File: config.mk
export PLATFORM = sky130hd
export DESIGN_NAME = xfft_frame_ctrl
export DESIGN_NICKNAME = d
export VERILOG_FILES = /design/src/rtl/xfft_frame_ctrl.sv
export SDC_FILE = /design/constraint.sdc
export NUM_CORES = 1
export LEC_CHECK = 0
export CORE_ASPECT_RATIO = 1.4
export CORE_UTILIZATION = 43
export CTS_BUF_LIST = sky130_fd_sc_hd__clkbuf_4 sky130_fd_sc_hd__clkbuf_8
export CTS_CLUSTER_SIZE = 25
export DETAILED_ROUTE_END_ITERATION = 7
export HOLD_SLACK_MARGIN = 0.02
export PLACE_DENSITY = 0.86
export SLEW_MARGIN = 0
export SYNTH_ARGS = -nofsm -noshare
export SYNTH_HDL_FRONTEND = slang
export SYNTH_SLANG_ARGS = --single-unit
File: constraint.sdc
create_clock -name aclk -period 3.65 [get_ports aclk]
set_input_delay 0.365 -clock aclk [delete_from_list [all_inputs] [get_ports aclk]]
set_output_delay 0.365 -clock aclk [all_outputs]
set_load 0.02 [all_outputs]
File: src/rtl/xfft_frame_ctrl.sv
// rtl/xfft_frame_ctrl.sv - one-frame sequencer for the xfft core: config word, N-sample load, drain monitor.
// Optional drain watchdog enabled by defining XFFT_CTRL_TIMEOUT_EN.

module xfft_frame_ctrl #(
  parameter int N_LOG2 = 10,
  parameter int SCH_W  = 10,
  parameter int TMO_W  = 16
) (
  input  logic             aclk,
  input  logic             rst,
  input  logic             start,
  input  logic             fwd_inv,
  input  logic [SCH_W-1:0] scale_sch,
  output logic             busy,
  output logic             frame_done,
  output logic             err,
  output logic [2:0]       err_code,
  output logic [15:0]      frame_cnt,
  input  logic [31:0]      src_tdata,
  input  logic             src_tvalid,
  output logic             src_tready,
  output logic [15:0]      cfg_tdata,
  output logic             cfg_tvalid,
  input  logic             cfg_tready,
  output logic [31:0]      fft_tdata,
  output logic             fft_tvalid,
  input  logic             fft_tready,
  output logic             fft_tlast,
  input  logic             mon_tvalid,
  input  logic             mon_tready,
  input  logic             mon_tlast,
  input  logic             ev_tlast_unexpected,
  input  logic             ev_tlast_missing
);

  typedef enum logic [1:0] {S_IDLE, S_CONFIG, S_LOAD, S_DRAIN} state_e;

  state_e              state_q;
  logic [N_LOG2-1:0]   in_cnt_q;
  logic [N_LOG2-1:0]   out_cnt_q;
  logic [15:0]         cfg_tdata_q;
  logic                cfg_tvalid_q;
  logic                done_q;
  logic                err_q;
  logic [2:0]          err_code_q;
  logic [15:0]         frame_cnt_q;
  logic [15:0]         cfg_word_d;
  logic                in_load;
  logic                in_fire;
  logic                out_fire;
  logic                ev_any;
`ifdef XFFT_CTRL_TIMEOUT_EN
  logic [TMO_W-1:0]    tmo_q;
`endif

  assign cfg_word_d = 16'({scale_sch, fwd_inv});
  assign in_load    = (state_q == S_LOAD);
  assign in_fire    = in_load & src_tvalid & fft_tready;
  assign out_fire   = mon_tvalid & mon_tready;
  assign ev_any     = ev_tlast_unexpected | ev_tlast_missing;

  // Load phase is a zero-latency wire-through gated by state.
  assign fft_tdata  = in_load ? src_tdata : '0;
  assign fft_tvalid = in_load & src_tvalid;
  assign src_tready = in_load & fft_tready;
  assign fft_tlast  = in_load & (&in_cnt_q);

  assign busy       = (state_q != S_IDLE);
  assign frame_done = done_q;
  assign err        = err_q;
  assign err_code   = err_code_q;
  assign frame_cnt  = frame_cnt_q;
  assign cfg_tdata  = cfg_tdata_q;
  assign cfg_tvalid = cfg_tvalid_q;

  always_ff @(posedge aclk) begin
    if (rst) begin
      state_q      <= S_IDLE;
      in_cnt_q     <= '0;
      out_cnt_q    <= '0;
      cfg_tdata_q  <= '0;
      cfg_tvalid_q <= 1'b0;
      done_q       <= 1'b0;
      err_q        <= 1'b0;
      err_code_q   <= '0;
      frame_cnt_q  <= '0;
`ifdef XFFT_CTRL_TIMEOUT_EN
      tmo_q        <= '0;
`endif
    end else begin
      done_q <= 1'b0;
      err_q  <= 1'b0;
      case (state_q)
        S_IDLE: begin
          if (start) begin
            cfg_tdata_q  <= cfg_word_d;
            cfg_tvalid_q <= 1'b1;
            err_code_q   <= '0;
            in_cnt_q     <= '0;
            out_cnt_q    <= '0;
            state_q      <= S_CONFIG;
          end
        end
        S_CONFIG: begin
          if (cfg_tready) begin
            cfg_tvalid_q <= 1'b0;
            state_q      <= S_LOAD;
          end
        end
        S_LOAD: begin
          if (ev_any) begin
            err_code_q <= err_code_q | {1'b0, ev_tlast_missing, ev_tlast_unexpected};
            err_q      <= 1'b1;
            state_q    <= S_IDLE;
          end else if (in_fire) begin
            if (&in_cnt_q) begin
              state_q <= S_DRAIN;
`ifdef XFFT_CTRL_TIMEOUT_EN
              tmo_q   <= '0;
`endif
            end else begin
              in_cnt_q <= in_cnt_q + N_LOG2'(1);
            end
          end
        end
        S_DRAIN: begin
          // Events take priority over a simultaneously completing output beat.
          if (ev_any) begin
            err_code_q <= err_code_q | {1'b0, ev_tlast_missing, ev_tlast_unexpected};
            err_q      <= 1'b1;
            state_q    <= S_IDLE;
          end else if (out_fire) begin
            if (mon_tlast && (&out_cnt_q)) begin
              done_q      <= 1'b1;
              frame_cnt_q <= frame_cnt_q + 16'd1;
              state_q     <= S_IDLE;
            end else if (mon_tlast || (&out_cnt_q)) begin
              err_code_q[2] <= 1'b1;
              err_q         <= 1'b1;
              state_q       <= S_IDLE;
            end else begin
              out_cnt_q <= out_cnt_q + N_LOG2'(1);
            end
`ifdef XFFT_CTRL_TIMEOUT_EN
            tmo_q <= '0;
          end else if (&tmo_q) begin
            err_code_q[2] <= 1'b1;
            err_q         <= 1'b1;
            state_q       <= S_IDLE;
          end else begin
            tmo_q <= tmo_q + TMO_W'(1);
`endif
          end
        end
        default: state_q <= S_IDLE;
      endcase
    end
  end

endmodule

==> out/results.md <==
- height of the chip: 99.18 µm
- path type of the worst setup path: reg -> reg
- Max-Slew Margin vs Limit: 19.25%
- hold_buf cts: 0
- Worst Skew: 8.070 ps
- synthesized area divided by synthesized cell count: 7.903 µm²
- worst-case clock buffer depth: 2
- Die Footprint: 7082 µm²
- required time of the critical path: 3840 ps
- buffers inserted by post-CTS timing repair: 0
- hold violation total from the final report: 0
- row count: 35
- first-pass iteration count of the detailed router: 8
- fraction of the yosys area taken by sequential cells: 37.96%
- EDFF count, synth: 0
- total half-perimeter wirelength after legalization and detailed placement: 6.354 mm
- Worst-path clk slew: 100 ps
- leak pwr: 1.424 nW
- path category of the worst min-delay check: reg -> reg
- total clock sinks: 55
- starting utilization of the core area: 44.15%
- post-layout instance area: 4224 µm²
- Period Utilization, post-route: 76.18%
- worst slew pin tran: 1195 ps
- count of endpoints failing setup in the final report: 0
- average wire per standard cell: 15.20 µm
- number of diodes added for antenna fixing: 0
- layout cells sized above 1: 3.347%
- YS warnings: 0
- wire length of the first global-routing pass: 13.50 mm
- ANT nets after route: 0
- area share of the leading cell type in the synthesized netlist: 37.96%
- nature of the critical path endpoint: register
- RePlAce Congestion: 0.8787
- Startpoint Class: register
- DRC violation count after routing: 2
- grt total ovfl: 0
- cells resized by post-CTS repair: 0
- Power per Cell Area: 397.1 nW/µm²
- area inside the core boundary: 6569 µm²
- post-synthesis register bit count: 55
- count of H-tree levels built during CTS: 2
- M2 GR Usage: 46.96%
- Post-Place Setup Slack: 807.9 ps
- met3 Usage GRT: 4.863%
- clock root buffer: sky130_fd_sc_hd__clkbuf_8
- Peak Freq: 0.3596 GHz
- main flop type after synthesis: sky130_fd_sc_hd__dfxtp_1
- violation count after the first detailed-routing iteration: 143
- Synth Cell Area: 2900 µm²
- most area-consuming cells after synthesis: sky130_fd_sc_hd__dfxtp_1 38%, sky130_fd_sc_hd__and2_1 8.0%, sky130_fd_sc_hd__a21oi_1 7.1%
- Ports: 128
- VDD IR-drop max: 274.9 µV
- clock buffers created by TritonCTS: 5
- Setup Total Neg Slack: 0 ps
- vias per cell: 5.705
- Placement Cell Area: 4135 µm²
- number of distinct library cells after synthesis: 46
- # port buffers: 122
- fraction of synthesis flops using an asynchronous set or reset pin: 0%
- minimum hold slack: 462.2 ps
- vias: 3149
- final worst setup slack: 869.5 ps
- # nets final: 537
- GRT Max-Usage Layer: met2
- post-synthesis cell type with the largest combined area: sky130_fd_sc_hd__dfxtp_1
- cells after synthesis: 367
- GR met1 Demand/Resource: 24.45%
- CTS tree: built
- antenna violations before repair: 0
- Critical Path AT: 2980 ps
- number of global-route vias before repair: 3000
- total length of routed wires: 8.392 mm
- pin count of the biggest net entering global routing: 40
- result of the run: finished with violations
- Total Power Consumption: 1.677 mW
- violated checks: design-rule violations
- setup repair after global routing missed its margin: no
- clock latency reported for the late side of the worst-skew pair: 300 ps
- count of pins over their slew limit: 0
- max_cap viols: 0
- crit path max fanout: 13
- fillcell total: 566
- Chip Width: 71.41 µm
- GRT Resource Usage Total: 23.66%
- signed area change from the synthesized netlist to the final layout: 45.64%
- final critical delay including setup and external delays: 2781 ps
cells in the mapped netlist, types with 3 or more instances:
master,count
sky130_fd_sc_hd__buf_2,3
sky130_fd_sc_hd__a211oi_1,3
sky130_fd_sc_hd__xnor2_1,3
sky130_fd_sc_hd__buf_4,5
sky130_fd_sc_hd__nand2_1,39
sky130_fd_sc_hd__a31oi_1,5
sky130_fd_sc_hd__nor3_1,3
sky130_fd_sc_hd__or2_2,3
sky130_fd_sc_hd__nand2b_1,3
sky130_fd_sc_hd__o31ai_1,10
sky130_fd_sc_hd__or4_1,12
sky130_fd_sc_hd__a21oi_1,41
sky130_fd_sc_hd__nand4_1,9
sky130_fd_sc_hd__a311oi_1,3
sky130_fd_sc_hd__dfxtp_1,55
sky130_fd_sc_hd__and4_1,3
sky130_fd_sc_hd__nand3_1,13
sky130_fd_sc_hd__nor2_1,16
sky130_fd_sc_hd__nor2b_1,3
sky130_fd_sc_hd__ha_1,6
sky130_fd_sc_hd__clkbuf_1,19
sky130_fd_sc_hd__nor4_1,5
sky130_fd_sc_hd__inv_1,11
sky130_fd_sc_hd__a41oi_1,4
sky130_fd_sc_hd__or3_1,16
sky130_fd_sc_hd__and2_1,37
sky130_fd_sc_hd__and3_1,3
sky130_fd_sc_hd__o21ai_0,16
registers in the layout, summed over array words and instances (netlist names):
register / count
err_code: 3
cfg_tdata: 11
in_cnt_q: 10
out_cnt_q: 10
cfg_tvalid: 1
state_q: 2
frame_done: 1
err: 1
frame_cnt: 16
where the power goes:
| group | internal (mW) | switching (mW) |
|---|---|---|
| clock network | 0.142 | 0.200 |
| logic | 0.304 | 0.352 |
| registers | 0.635 | 0.0452 |
final timing paths:
check	from	endpoint	slack (ps)	cells after the start
hold reg to reg	cfg_tdata[6]	cfg_tdata[6]	460	2
setup reg to reg	out_cnt_q[3]	frame_cnt[15]	870	9
setup / recovery	out_cnt_q[3]	frame_cnt[15]	870	9
hold / removal	cfg_tdata[6]	cfg_tdata[6]	460	2
per-layer routing:
metal  part of all wire [%]  wire length, µm
met5                      0                0
met1                     38             3176
met2                     54             4564
met4                    1.6              137
met3                    6.1              514
worst max-delay path: stages, from the launching register on:
cell,delay (ps)
sky130_fd_sc_hd__dfxtp_1,410
sky130_fd_sc_hd__and4_1,270
sky130_fd_sc_hd__and3_1,180
sky130_fd_sc_hd__nand3_1,100
sky130_fd_sc_hd__inv_1,100
sky130_fd_sc_hd__ha_1,190
sky130_fd_sc_hd__inv_1,80
sky130_fd_sc_hd__or4_1,710
sky130_fd_sc_hd__nor4_1,300
sky130_fd_sc_hd__mux2_1,350
logic make-up (layout without fill, tap and decap cells):
family | count (synthesis) | count (layout) | synth area share [%]
AO/OA/AOI/OAI | 89 | 89 | 18.46
XOR/XNOR | 4 | 4 | 1.208
adder cells (fa/ha/maj) | 6 | 6 | 2.588
buffers and inverters | 38 | 145 | 5.695
flip-flops | 55 | 55 | 37.96
multiplexers | 2 | 2 | 0.7334
other | 1 | 5 | 0.1293
AND/OR/NAND/NOR | 172 | 172 | 33.22
layout make-up:
class                           instances  area, µm²  area share (%)
Tap cell                               74      92.59           2.192
Clock inverter                          2      12.51          0.2962
Timing Repair Buffer                  126       1251           29.62
Sequential cell                        55       1101           26.07
Inverter                               11      41.29          0.9775
Multi-Input combinational cell        278       1649           39.04
Clock buffer                            6      76.32           1.807
placed cells by master, fill, tap and decap left out, drive strengths merged, types with 5 or more instances in the layout:
cell type	Yosys	layout
o21ai	16	16
inv	11	11
o31ai	10	10
clkbuf	19	6
a21oi	41	41
and2	37	37
nor4	6	6
dfxtp	55	55
nand2	39	39
or3	16	16
clkdlybuf4s50	0	122
or4	12	12
nand4	9	9
ha	6	6
conb	1	5
nor2	16	16
nand3	13	13
a31oi	5	5
metrics by stage:
| step | instances | util [%] |
|---|---|---|
| 2_1_floorplan | 371 | - |
| 3_3_place_gp | 544 | 62.95 |
| 3_5_place_dp | 544 | 62.95 |
| 4_1_cts | 552 | 64.30 |
| 5_1_grt | 552 | 64.30 |
| 6_report | 552 | 64.30 |
Power figures use the tool's default switching activity.
